==> config.mk <==
export PLATFORM = sky130hd
export DESIGN_NAME = ecc_correct_pipe
export DESIGN_NICKNAME = d
export VERILOG_FILES = /design/src/rtl/ecc_pkg.sv /design/src/rtl/ecc_bit_locator.sv /design/src/rtl/ecc_correct_pipe.sv
export SDC_FILE = /design/constraint.sdc
export NUM_CORES = 1
export LEC_CHECK = 0
export CORE_MARGIN = 5
export CORE_UTILIZATION = 38
export DETAILED_ROUTE_END_ITERATION = 10
export HOLD_SLACK_MARGIN = 0.15
export PLACE_DENSITY = 0.78
export RECOVER_POWER = 100
export SYNTH_ARGS = -nofsm -noshare
export SYNTH_HDL_FRONTEND = slang
export SYNTH_SLANG_ARGS = --single-unit
==> constraint.sdc <==
create_clock -name clk -period 3.6 [get_ports clk]
set_clock_uncertainty 0.15 [all_clocks]
set_input_delay 0.72 -clock clk [delete_from_list [all_inputs] [get_ports clk]]
set_output_delay 0.72 -clock clk [all_outputs]
set_load 0.005 [all_outputs]
==> src/rtl/ecc_pkg.sv <==
// ecc_pkg
//   Shared definitions for the ECC correction pipeline: codeword mode
//   encoding, error-class enum, parity-bit positions and the parity-check
//   (H) column tables for the 8-bit and 16-bit SEC-DED codes.
//
//   H1 (8-bit): column per codeword bit, bit7..bit0.
//   H2 (16-bit): check bits sit at bits 3..0 (one-hot columns), the overall
//   parity bit at bit 4 (column 0), and data bits 15..5 take the remaining
//   weight>=2 columns in descending order. This matches the upstream
//   syndrome stage.
package ecc_pkg;

  // Codeword_Width encoding: 0 selects 8-bit mode, anything else 16-bit.
  localparam logic [1:0] MODE_8 = 2'd0;

  localparam int CW_W8  = 8;
  localparam int CW_W16 = 16;

  // Overall-parity bit position, selected by a zero syndrome with p=1.
  localparam int PAR_POS_8  = 3;
  localparam int PAR_POS_16 = 4;

  typedef enum logic [1:0] {
    NO_ERR = 2'd0,
    SINGLE = 2'd1,
    DOUBLE = 2'd2
  } err_class_e;

  // Element [i] is the H column of codeword bit i.
  localparam logic [7:0][2:0] H1_COLS = {
    3'b111, 3'b110, 3'b101, 3'b011, 3'b000, 3'b100, 3'b010, 3'b001
  };

  localparam logic [15:0][3:0] H2_COLS = {
    4'hF, 4'hE, 4'hD, 4'hC, 4'hB, 4'hA, 4'h9, 4'h7,
    4'h6, 4'h5, 4'h3, 4'h0, 4'h8, 4'h4, 4'h2, 4'h1
  };

  function automatic logic is_mode8(input logic [1:0] mode);
    return (mode == MODE_8);
  endfunction

  function automatic int mode_width(input logic [1:0] mode);
    return is_mode8(mode) ? CW_W8 : CW_W16;
  endfunction

endpackage

==> src/rtl/ecc_bit_locator.sv <==
// ecc_bit_locator
//   Combinational decode of a SEC-DED syndrome into a one-hot flip mask and
//   an error class.
//
// Ports
//   mode       in   2   codeword mode (0 = 8-bit, else 16-bit)
//   column     in   5   syndrome: 8-bit p=[3], s=[2:0]; 16-bit p=[4], s=[3:0]
//   flip_mask  out  16  one-hot bit to invert (all zero when nothing flips)
//   err_class  out  2   NO_ERR / SINGLE / DOUBLE
module ecc_bit_locator
  import ecc_pkg::*;
(
  input  logic [1:0]  mode,
  input  logic [4:0]  column,
  output logic [15:0] flip_mask,
  output err_class_e  err_class
);

  logic        par;
  logic [3:0]  syn;
  logic [15:0] match;

  always_comb begin
    par   = 1'b0;
    syn   = 4'd0;
    match = '0;
    if (is_mode8(mode)) begin
      par = column[3];
      syn = {1'b0, column[2:0]};
      for (int i = 0; i < CW_W8; i++) begin
        if (i != PAR_POS_8 && syn[2:0] == H1_COLS[i]) match[i] = 1'b1;
      end
      if (syn == 4'd0) match[PAR_POS_8] = 1'b1;
    end else begin
      par = column[4];
      syn = column[3:0];
      for (int i = 0; i < CW_W16; i++) begin
        if (i != PAR_POS_16 && syn == H2_COLS[i]) match[i] = 1'b1;
      end
      if (syn == 4'd0) match[PAR_POS_16] = 1'b1;
    end
  end

  // Only an odd overall parity permits a correction; an even parity with a
  // non-zero syndrome, or an odd parity pointing at no column, is a double.
  always_comb begin
    flip_mask = '0;
    err_class = NO_ERR;
    if (par) begin
      if (match != '0) begin
        flip_mask = match;
        err_class = SINGLE;
      end else begin
        err_class = DOUBLE;
      end
    end else if (syn != 4'd0) begin
      err_class = DOUBLE;
    end
  end

endmodule

==> src/rtl/ecc_correct_pipe.sv <==
// ecc_correct_pipe
//   Two-stage valid/ready SEC-DED correction pipeline. Stage 1 registers the
//   received codeword (trimmed to the mode width), mode and syndrome. Stage 2
//   holds the corrected codeword and the error class. One word per cycle
//   sustained; both stages hold while the downstream stalls.
//
// Ports
//   clk            in   1           clock, rising edge
//   rst            in   1           synchronous active-high reset
//   in_valid       in   1           input word valid
//   in_ready       out  1           input accepted this cycle
//   NoisyCodeWord  in   DATA_WIDTH  received codeword (low 8/16 bits used)
//   Codeword_Width in   2           0 = 8-bit, 1..3 = 16-bit
//   column         in   5           syndrome for this codeword
//   out_valid      out  1           corrected result valid
//   out_ready      in   1           downstream accepts result
//   data_out       out  DATA_WIDTH  corrected codeword, zero-extended
//   num_of_errors  out  2           0 none, 1 corrected, 2 uncorrectable
//   corr_cnt       out  16          (ECC_STATS_EN only) corrected-word count
//   uncorr_cnt     out  16          (ECC_STATS_EN only) uncorrectable count
//
// Build option: define ECC_STATS_EN to add the saturating statistics
// counters.
module ecc_correct_pipe
  import ecc_pkg::*;
#(
  parameter int DATA_WIDTH = 32
) (
  input  logic                  clk,
  input  logic                  rst,
  input  logic                  in_valid,
  output logic                  in_ready,
  input  logic [DATA_WIDTH-1:0] NoisyCodeWord,
  input  logic [1:0]            Codeword_Width,
  input  logic [4:0]            column,
  output logic                  out_valid,
  input  logic                  out_ready,
  output logic [DATA_WIDTH-1:0] data_out,
`ifdef ECC_STATS_EN
  output logic [15:0]           corr_cnt,
  output logic [15:0]           uncorr_cnt,
`endif
  output logic [1:0]            num_of_errors
);

  function automatic logic [DATA_WIDTH-1:0] trim_cw(
    input logic [DATA_WIDTH-1:0] cw,
    input logic [1:0]            mode
  );
    logic [DATA_WIDTH-1:0] r;
    r = '0;
    for (int i = 0; i < DATA_WIDTH; i++) begin
      if (i < mode_width(mode)) r[i] = cw[i];
    end
    return r;
  endfunction

`ifdef ECC_STATS_EN
  function automatic logic [15:0] sat_inc(input logic [15:0] v);
    return (v == 16'hFFFF) ? v : v + 16'd1;
  endfunction
`endif

  logic                  vld_p1;
  logic [DATA_WIDTH-1:0] cw_p1;
  logic [1:0]            mode_p1;
  logic [4:0]            col_p1;

  logic                  vld_p2;
  logic [DATA_WIDTH-1:0] data_p2;
  err_class_e            err_p2;

  logic                  adv_p2;
  logic                  accept;
  logic [15:0]           flip_mask;
  err_class_e            err_class;

  // S2 can take a new word when empty or when its word leaves this cycle.
  assign adv_p2   = !vld_p2 || out_ready;
  assign in_ready = !rst && (!vld_p1 || adv_p2);
  assign accept   = in_valid && in_ready;

  // ---- stage 1: input capture ----
  always_ff @(posedge clk) begin
    if (rst) begin
      vld_p1 <= 1'b0;
    end else if (in_ready) begin
      vld_p1 <= in_valid;
    end
  end

  always_ff @(posedge clk) begin
    if (accept) begin
      cw_p1   <= trim_cw(NoisyCodeWord, Codeword_Width);
      mode_p1 <= Codeword_Width;
      col_p1  <= column;
    end
  end

  ecc_bit_locator u_locator (
    .mode      (mode_p1),
    .column    (col_p1),
    .flip_mask (flip_mask),
    .err_class (err_class)
  );

  // ---- stage 2: corrected result ----
  // Output data is cleared by reset so nothing stale is visible afterwards.
  always_ff @(posedge clk) begin
    if (rst) begin
      vld_p2  <= 1'b0;
      data_p2 <= '0;
      err_p2  <= NO_ERR;
    end else if (adv_p2) begin
      vld_p2 <= vld_p1;
      if (vld_p1) begin
        data_p2 <= cw_p1 ^ DATA_WIDTH'(flip_mask);
        err_p2  <= err_class;
      end
    end
  end

  assign out_valid     = vld_p2;
  assign data_out      = data_p2;
  assign num_of_errors = err_p2;

`ifdef ECC_STATS_EN
  always_ff @(posedge clk) begin
    if (rst) begin
      corr_cnt   <= 16'd0;
      uncorr_cnt <= 16'd0;
    end else if (vld_p2 && out_ready) begin
      if (err_p2 == SINGLE) corr_cnt   <= sat_inc(corr_cnt);
      if (err_p2 == DOUBLE) uncorr_cnt <= sat_inc(uncorr_cnt);
    end
  end
`endif

endmodule

==> reports/summary.json <==
{
  "result_of_the_run": "completed",
  "grt_remaining_overflow": 0,
  "design.die.area_um2": 6820,
  "static-leakage-power_nw": 0.918,
  "nFillCells": 481,
  "synth_warnings": 0,
  "data_arrival_at_the_endpoint_of_the_critical_path_ns": 2.16,
  "final_layout_size_suffix_gt1_share_pct": 6.19,
  "cts-hold-fix-buffers": 0,
  "initial_core_util_pct": 39.2,
  "synth-edff-count": 23,
  "y_dimension_of_the_die_um": 82.6,
  "critPathRequiredTime_ns": 2.73,
  "holdCritPathClass": "reg2reg",
  "period_minus_slack_ns": 3.03,
  "first_iter_violations": 85,
  "worst-slew-pin-transition_ns": 1.21,
  "setup.worst_path.class": "in2out",
  "globalplace.congestion": 0.767,
  "viasPerCell": 4.65,
  "worst-path-max-fanout": 3,
  "layout.nets": 268,
  "row_count": 26,
  "post_syn_area_per_cell_um2": 11.2,
  "grt_setup_unrepaired": "false",
  "cts_tree": "done",
  "chipWidth_um": 82.6,
  "setup-violations-final": 0,
  "clock_insertion_delay_worst_skew_ns": 0.29,
  "finalCritPeriodShare_pct": 84.1,
  "maxCapViolCount": 0,
  "worst_hold_path.num_cells": 2,
  "dpl.hpwl_um": 2960,
  "finish.utilization_pct": 49.4,
  "timing.final.max_slew_violations": 0,
  "post-cts-setup-buffers": 0,
  "cp_common_cell": "sky130_fd_sc_hd__dlygate4sd3_1",
  "core_area_um2": 5110,
  "synth_cell_area_um2": 2000,
  "drt_first_pass_iters": 4,
  "place.port_buffers": 46,
  "grt_pass1_vias": 1283,
  "cts_inserted_buffers": 5,
  "netlist-cell-type-count": 38,
  "antenna_found_initial": 0,
  "synthToLayoutAreaGrowth_pct": 26.1,
  "primary_ff_master_synth": "sky130_fd_sc_hd__edfxtp_1",
  "startpoint": "out_ready",
  "insertedDiodeCount": 0,
  "timing.fmax_mhz": 330,
  "clockRootBuffer": "sky130_fd_sc_hd__clkbuf_8",
  "hold_viol_final": 0,
  "critical_path.reg2reg.endpoint": "data_out[12]$_SDFFE_PP0P_",
  "cp.buffers_inverters": 2,
  "ant_nets": 0,
  "worstRegToRegCells": 5,
  "grt_use_total_pct": 12.3,
  "post-route-drc-count": 0,
  "r2r_slack_ns": 1.32,
  "async_set_or_reset_flop_fraction_in_the_synthesized_netlist_pct": 0,
  "vdd.ir_drop.worst_uv": 182,
  "grt_pass1_wl_um": 6180,
  "cpLargestDelayFamily": "buffers and inverters",
  "power_per_cell_area_nw_per_um2": 401,
  "seq_area_frac_synth_pct": 54.5,
  "i_o_pin_total": 79,
  "critical_path.cell_chain": "dlygate4sd3_1, nor2b_1, a21oi_1, dlygate4sd3_1",
  "grt_max_degree": 24,
  "min_delay_worst_endpoint": "num_of_errors[1]$_SDFFE_PP0P_",
  "cp_slowest_stage_delay_ns": 0.59,
  "ys_seq_elements": 43,
  "crit_path_start_kind": "input pin",
  "synthesis.instances": 178,
  "cts_repair_resize_count": 0,
  "clk_transition_reported_paths_ns": 0.08,
  "fin_tns_setup_ns": 0,
  "tritoncts_sink_count": 43,
  "worstHoldStart": "num_of_errors[1]$_SDFFE_PP0P_",
  "power_mw": 1.01,
  "htreeDepth": 2,
  "route.final.wire_length_um": 3800,
  "clk_path_buf_depth": 2,
  "critical_path.slowest_cell": "sky130_fd_sc_hd__dlygate4sd3_1",
  "number_of_vias_after_detailed_routing": 1375,
  "timing.slew.headroom_pct": 19.1,
  "post_drt_wl_per_cell_um": 12.8,
  "worstSetupEndpointType": "output port",
  "regToRegStartpoint": "out_valid$_SDFFE_PP0N_"
}
[flip-flops by register name, summed over array words and instances, names as in the netlist]
register / flops
vld_p1: 1
out_valid: 1
col_p1: 5
cw_p1: 16
mode_p1: 2
num_of_errors: 2
data_out: 16
[layout make-up]
type                    instances  area (um2)  area share (%)
repair buffers                 49         472            18.7
flip-flops and latches         43        1090            43.2
clock buffers                   8         101            4.02
multi-input cells             126         772            30.6
well taps                      70        87.6            3.47
[how the worst max path moves through the flow]
stage	to	cells after the start
after floorplan	col_p1[0]$_DFFE_PP_	3
final	in_ready	4
after global routing	data_out[2]$_SDFFE_PP0P_	6
after CTS	in_ready	4
after detailed placement	in_ready	4
after global placement	in_ready	4
[Yosys cell counts (3+ instances only)]
cell type	instances	area [um2]
sky130_fd_sc_hd__nor2_1	33	124
sky130_fd_sc_hd__a211oi_1	13	97.6
sky130_fd_sc_hd__nor3_1	3	15.0
sky130_fd_sc_hd__nor4_1	4	25.0
sky130_fd_sc_hd__dfxtp_1	20	400
sky130_fd_sc_hd__xnor2_1	11	96.3
sky130_fd_sc_hd__buf_6	3	33.8
sky130_fd_sc_hd__nor2b_1	9	56.3
sky130_fd_sc_hd__nand2b_1	3	18.8
sky130_fd_sc_hd__edfxtp_1	23	691
sky130_fd_sc_hd__buf_4	17	128
sky130_fd_sc_hd__nand2_1	3	11.3
sky130_fd_sc_hd__a21oi_1	3	15.0
[tightest hold or removal path, stage by stage, from the launching register on]
cell and delay, ns:
sky130_fd_sc_hd__dfxtp_1 0.32, sky130_fd_sc_hd__nand2_1 0.06, sky130_fd_sc_hd__a21oi_1 0.05
[kinds of logic (layout without fill, tap and decap cells)]
family | count (synthesis) | in the layout | share of synthesized area, %
xor+xnor | 12 | 12 | 5.25
flops | 43 | 43 | 54.5
compound gates | 31 | 31 | 13.0
simple gates | 67 | 67 | 17.9
other cells | 1 | 16 | 0.187
buf+inv | 24 | 57 | 9.19
[layout by cell type, fill, tap and decap left out, drive strengths merged, types with 2 or more instances in the layout]
| cell | instances |
|---|---|
| a211oi | 15 |
| clkbuf | 11 |
| nand2b | 3 |
| dlygate4sd3 | 37 |
| clkdlybuf4s50 | 9 |
| edfxtp | 23 |
| or3b | 2 |
| and4 | 2 |
| nor4 | 4 |
| and2 | 2 |
| nand2 | 3 |
| o211a | 2 |
| o32ai | 2 |
| dfxtp | 20 |
| nor4b | 3 |
| a21oi | 3 |
| conb | 16 |
| nor3 | 3 |
| nor2 | 33 |
| o211ai | 2 |
| nor2b | 9 |
| o21ai | 2 |
| xnor2 | 11 |
| o2111ai | 2 |
[metrics by stage]
stage          worst slack, ns  hold slack (ns)  area [um2]  cells
2_1_floorplan             1.47            0.298        2060    193
3_3_place_gp             0.781            0.310        2440    288
3_5_place_dp             0.749            0.312        2440    288
4_1_cts                  0.748            0.322        2550    296
5_1_grt                  0.370            0.353        2520    296
6_report                 0.573            0.319        2520    296
[layer usage]
layer	GRT usage (%)	up-vias	wire length (um)
li1	-	711	-
met1	15.7	611	1650
met2	19.5	47	1810
met3	3.90	6	292
met4	4.41	0	53
met5	0	-	0
[power breakdown]
part	internal [mW]	switching (mW)
sequential	0.546	0.0176
clock	0.178	0.151
combinational	0.0641	0.0547
total	0.787	0.224
(Power assumes the default switching activity.)
==> RTL change 1 (same flow settings) <==
Change the package constant `MODE_8` from 2'd0 to 2'd1.
--- a/src/rtl/ecc_pkg.sv
+++ b/src/rtl/ecc_pkg.sv
@@ -13,3 +13,3 @@
   // Codeword_Width encoding: 0 selects 8-bit mode, anything else 16-bit.
-  localparam logic [1:0] MODE_8 = 2'd0;
+  localparam logic [1:0] MODE_8 = 2'd1;
 
Formal check against the unedited RTL: not equivalent (a bounded check fails within 4 cycles, from zero or initial values and one cycle with rst high).
==> RTL change 1 against the original RTL <==
- sequential cell count stayed put
- first-iteration DRC count is 25% higher
- routed wire length is 0.89% higher
- synthesized area is 2.2% higher
- worst setup slack better by 0.080 ns
- largest cell class unchanged
- sequential power hardly changed
- final area is 3.1% higher
- total power is 3.2% higher
==> RTL change 1: results (changes against the original RTL) <==
Global route
  – GRT Total Usage: 11.3% (-1.0 points)
  – Antenna violations before repair: 0 (unchanged)
  – Vias in the first global route: 1,344 (+4.8%)
  – Met1 Use GR: 14.6% (-1.1 points)
  – First-pass GRT wire length: 6310 um (+2.0%)
  – Largest net degree at the start of global routing: 33 (+38%)
  – Met3 GRT Util: 3.47% (-0.44 points)
  – GR Util met2: 16.6% (-2.9 points)

Logic synthesis
  – Sequential fraction of the synthesis area: 53.3% (-1.2 points)
  – Synth Warn #: 0 (unchanged)
  – Asr flop ratio synth: 0% (unchanged)
  – Ys flop type: edfxtp_1
  – Synth cell count leaders: 23 x edfxtp_1, 21 x nor2_1, 20 x dfxtp_1
  – Share of the synthesized area in the top cell type: 33.7% (-0.76 points)
  – EDFF count, synth: 23 (unchanged)
  – Area contributors post-synth: edfxtp_1 34%, dfxtp_1 20%, buf_4 6.2%, nor2_1 3.9%, and2_1 3.4%
  – Synth unique cells: 41 (+7.9%)

Critical path
  – Critical Path AT: 2.97 ns (+0.81 ns)
  – CP max stage delay: 0.97 ns (+0.38 ns)
  – Worst path slowest cell: clkbuf_1
  – Crit path max fanout: 32 (+29)

CTS
  – Clk slew on worst S/H paths: 0.08 ns (about the same)
  – H-tree depth: 2 (unchanged)
  – Clock Tree Buf Depth: 2 (unchanged)
  – Clk_lat worst skew: 0.29 ns (about the same)
  – CTS Buf Count: 5 (unchanged)
  – CTS root buf: clkbuf_8
  – Setup bufs post-CTS: 0 (unchanged)
  – Post-CTS resize count: 0 (unchanged)

Cells and area
  – Area growth syn-to-layout: 27.1%
  – Net count, final: 276 (+3.0%)
  – Antenna Diode Count: 0 (unchanged)
  – # fillers: 465 (-3.3%)
  – Share of cells above drive strength 1: 6.41% (+0.22 points)

Run status
  – Status: completed

Hold path
  – HP Class: register to register

Placement
  – Port Buffer Count: 46 (unchanged)
  – Final Wtd Congestion: 0.875 (+14%)
  – Detail Placement HPWL: 3000 um (+1.3%)

Power
  – LEAKAGE: 0.974 nW (+6.0%)
  – Max rail drop VDD: 204 uV (+12%)

STA
  – Slew HR: 11.5% (-7.6 points)

Route
  – Via count: 1,467 (+6.7%)
  – First-pass DRT Iterations: 4 (unchanged)
  – DR iter-0 viols: 106 (+25%)
  – Post-Route WL: 3840 um (+0.89%)
[RTL change 1: changes by cell type after synthesis, moves of 6 or more]
cell and delta:
and2_1 +9, nor2_1 -12, nor2b_1 -7, xor2_1 +6
nand3_1 +7, xnor2_1 -11
[RTL change 1: cells by family after synthesis]
kind of cell | after synthesis | synth area share (%)
AND/OR/NAND/NOR | 74 | 20.5
flip-flops | 43 | 53.3
AO/OA/AOI/OAI | 34 | 13.4
buffers and inverters | 27 | 8.37
XOR/XNOR | 7 | 3.00
multiplexers | 2 | 1.16
other | 1 | 0.183
[RTL change 1: stage by stage]
stage                     area, sq um  instances  total power (W)  hold WS (ns)  setup WS (ns)
after floorplan                  2100        203         0.000648         0.298           1.31
after global placement           2510        296         0.000705         0.309          0.775
after detailed placement         2510        296         0.000709         0.313          0.718
final                            2600        304          0.00104         0.326          0.653
after CTS                        2610        304          0.00107         0.326          0.713
after global routing             2600        304          0.00109         0.344          0.323
[RTL change 1: final timing paths]
| check | from | endpoint | slack [ns] | cells after the start |
|---|---|---|---|---|
| worst max-delay path | out_ready | data_out[4]$_SDFFE_PP0P_ | 0.65 | 6 |
| worst min-delay path | num_of_errors[1]$_SDFFE_PP0P_ | num_of_errors[1]$_SDFFE_PP0P_ | 0.33 | 2 |
| worst max register to register | out_valid$_SDFFE_PP0N_ | data_out[4]$_SDFFE_PP0P_ | 1.28 | 5 |
| worst min register to register | num_of_errors[1]$_SDFFE_PP0P_ | num_of_errors[1]$_SDFFE_PP0P_ | 0.33 | 2 |
[RTL change 1: layout make-up]
class	instances	area (sq um)	share of cell area, %
sequential	43	1090	41.9
clock buffer	7	76.3	2.93
clock inverter	1	30.0	1.15
multi-input combinational	133	841	32.3
inverter	1	3.75	0.144
tap	70	87.6	3.37
timing repair buffer	49	472	18.1
[RTL change 1: power by group]
part / switching [W] / internal, W / total, W
registers: 0.0000186 / 0.000546 / 0.000564
logic: 0.0000549 / 0.0000663 / 0.000121
clock network: 0.000150 / 0.000207 / 0.000358
[RTL change 1: routing by layer]
layer / vias up / part of all wire, %
met3: 8 / 8.6
met1: 650 / 44
met5: - / 0
met4: 0 / 2.3
li1: 751 / -
met2: 58 / 45
[RTL change 1: worst max-delay path: cells and delay by family]
kind	cells	cell delay [ns]
AO/OA/AOI/OAI	1	0.37
AND/OR/NAND/NOR	3	0.43
buffers and inverters	2	1.45
==> RTL change 2 (config.mk and constraints unchanged) <==
Made on the original files. Put one more register stage on the output `num_of_errors`, without a reset. The value now appears one clock later. The other outputs are not delayed to match.
--- a/src/rtl/ecc_correct_pipe.sv
+++ b/src/rtl/ecc_correct_pipe.sv
@@ -124,3 +124,5 @@
   assign data_out      = data_p2;
-  assign num_of_errors = err_p2;
+  always_ff @(posedge clk) begin
+    num_of_errors <= err_p2;
+  end
 
Formal check against the unedited RTL: not equivalent (Yosys sat finds a counterexample within 4 cycles, from zero or initial values and one cycle with rst high).
==> RTL change 2 against the original RTL <==
- synthesized area grew 2.0%
- total power grew 0.41%
- via count grew 0.29%
- sequential cell count grew 2
- first-iteration DRC count shrank 36%
- global-route usage shrank 1.3 points
- fmax grew 0.15%
- worst setup slack gained 0.0045 ns
- largest cell class unchanged
- critical path type unchanged
- routed wire length shrank 1.3%
- final area grew 1.4%
==> RTL change 2: results (changes against the original RTL) <==
Placement
  – Placed cells: 290 (+0.69%)
  – Final Wtd Congestion: 0.761 (-0.67%)
  – Detail Placement HPWL: 2850 um (-3.7%)
  – Port Buffer Count: 46 (unchanged)

Route
  – DR iter-0 viols: 54 (-36%)
  – Via count: 1,379 (+0.29%)
  – DR WL/cell: 12.6 um (-1.9%)

Global route
  – Largest net degree at the start of global routing: 36 (+50%)
  – Antenna violations before repair: 0 (unchanged)
  – GRT Total Usage: 11.0% (-1.3 points)
  – Vias in the first global route: 1,285 (+0.16%)
  – First-pass GRT wire length: 6150 um (-0.45%)

Cells and area
  – Share of cells above drive strength 1: 6.14% (-0.054 points)
  – Fin cells: 298 (+0.68%)
  – # fillers: 472 (-1.9%)
  – Net count, final: 270 (+0.75%)

Critical path
  – FF-to-FF setup slack: 1.34 ns (+0.02 ns)
  – R2r startpoint: vld_p1$_SDFFE_PP0P_
  – Worst Reg-to-Reg Cells: 4 (-1)
  – Worst reg2reg path endpoint: data_out[7]$_SDFFE_PP0P_
  – Crit path max fanout: 3 (unchanged)

Run status
  – Status: completed

CTS
  – Clk_lat worst skew: 0.29 ns (about the same)
  – Clock Tree Buf Depth: 2 (unchanged)
  – H-tree depth: 2 (unchanged)
  – Post-CTS resize count: 0 (unchanged)
  – CTS Buf Count: 5 (unchanged)
  – Setup bufs post-CTS: 0 (unchanged)

Logic synthesis
  – Mapped Cells: 180 (+1.1%)
  – Sequential fraction of the synthesis area: 55.4% (+0.89 points)
  – Synth unique cells: 38 (unchanged)
  – Area contributors post-synth: edfxtp_1 34%, dfxtp_1 22%, buf_4 6.3%, nor2_1 6.1%, a211oi_1 4.8%
  – Synth cell count leaders: 33 x nor2_1, 23 x edfxtp_1, 22 x dfxtp_1

Hold path
  – Hold path depth: 0 (-2)
  – Worst hold start: err_p2[1]$_SDFFE_PP0P_
  – Hold Path End: num_of_errors[1]$_DFF_P_

STA
  – Worst slew pin tran: 1.36 ns (+0.150 ns)
  – Hold WS: 0.202 ns (-0.117 ns)

Power
  – LEAKAGE: 0.930 nW (+1.3%)
  – Max rail drop VDD: 149 uV (-18%)
==> RTL change 2: logic make-up after synthesis <==
group / share of synthesized area, %
AO/OA/AOI/OAI: 12.7
XOR/XNOR: 5.15
buffers and inverters: 9.01
flip-flops: 55.4
other: 0.184
AND/OR/NAND/NOR: 17.5
==> RTL change 2: worst max-delay path by stage <==
stage | from | endpoint | slack (ns)
5_1_grt | out_ready | data_out[7]$_SDFFE_PP0P_ | 0.35
3_3_place_gp | out_ready | in_ready | 0.78
4_1_cts | out_ready | in_ready | 0.75
3_5_place_dp | out_ready | in_ready | 0.75
2_1_floorplan | out_ready | col_p1[0]$_DFFE_PP_ | 1.47
6_report | out_ready | in_ready | 0.58
==> RTL change 2: cell type report <==
cell class	instances	area [sq um]	share of cell area (%)
Sequential cell	45	1130	44.2
Multi-Input combinational cell	126	778	30.4
Timing Repair Buffer	49	472	18.4
Tap cell	70	87.6	3.42
Clock buffer	6	82.6	3.23
Clock inverter	2	8.76	0.342
==> RTL change 2: routing by layer <==
| layer | vias up | share of wire (%) | track usage, % |
|---|---|---|---|
| met1 | 610 | 44 | 13.4 |
| met4 | 0 | 1.2 | 4.90 |
| met5 | - | 0 | 0 |
| met2 | 50 | 48 | 17.7 |
| met3 | 5 | 6.8 | 3.56 |
| li1 | 714 | - | - |
==> RTL change 2: critical path, stage by stage <==
cell	delay, ns
dlygate4sd3_1	0.55
nor2b_1	0.19
a21oi_1	0.10
dlygate4sd3_1	0.58
==> RTL change 2: where the power goes <==
| part | switching (W) | internal (W) | total, W |
|---|---|---|---|
| clock network | 0.000157 | 0.000152 | 0.000309 |
| logic | 0.0000544 | 0.0000649 | 0.000119 |
| registers | 0.0000176 | 0.000569 | 0.000587 |
==> RTL change 2: stage by stage <==
| step | cell area, sq um | setup slack [ns] |
|---|---|---|
| after global routing | 2560 | 0.352 |
| after global placement | 2480 | 0.783 |
| after detailed placement | 2480 | 0.754 |
| final | 2560 | 0.577 |
| after floorplan | 2100 | 1.47 |
| after CTS | 2580 | 0.753 |
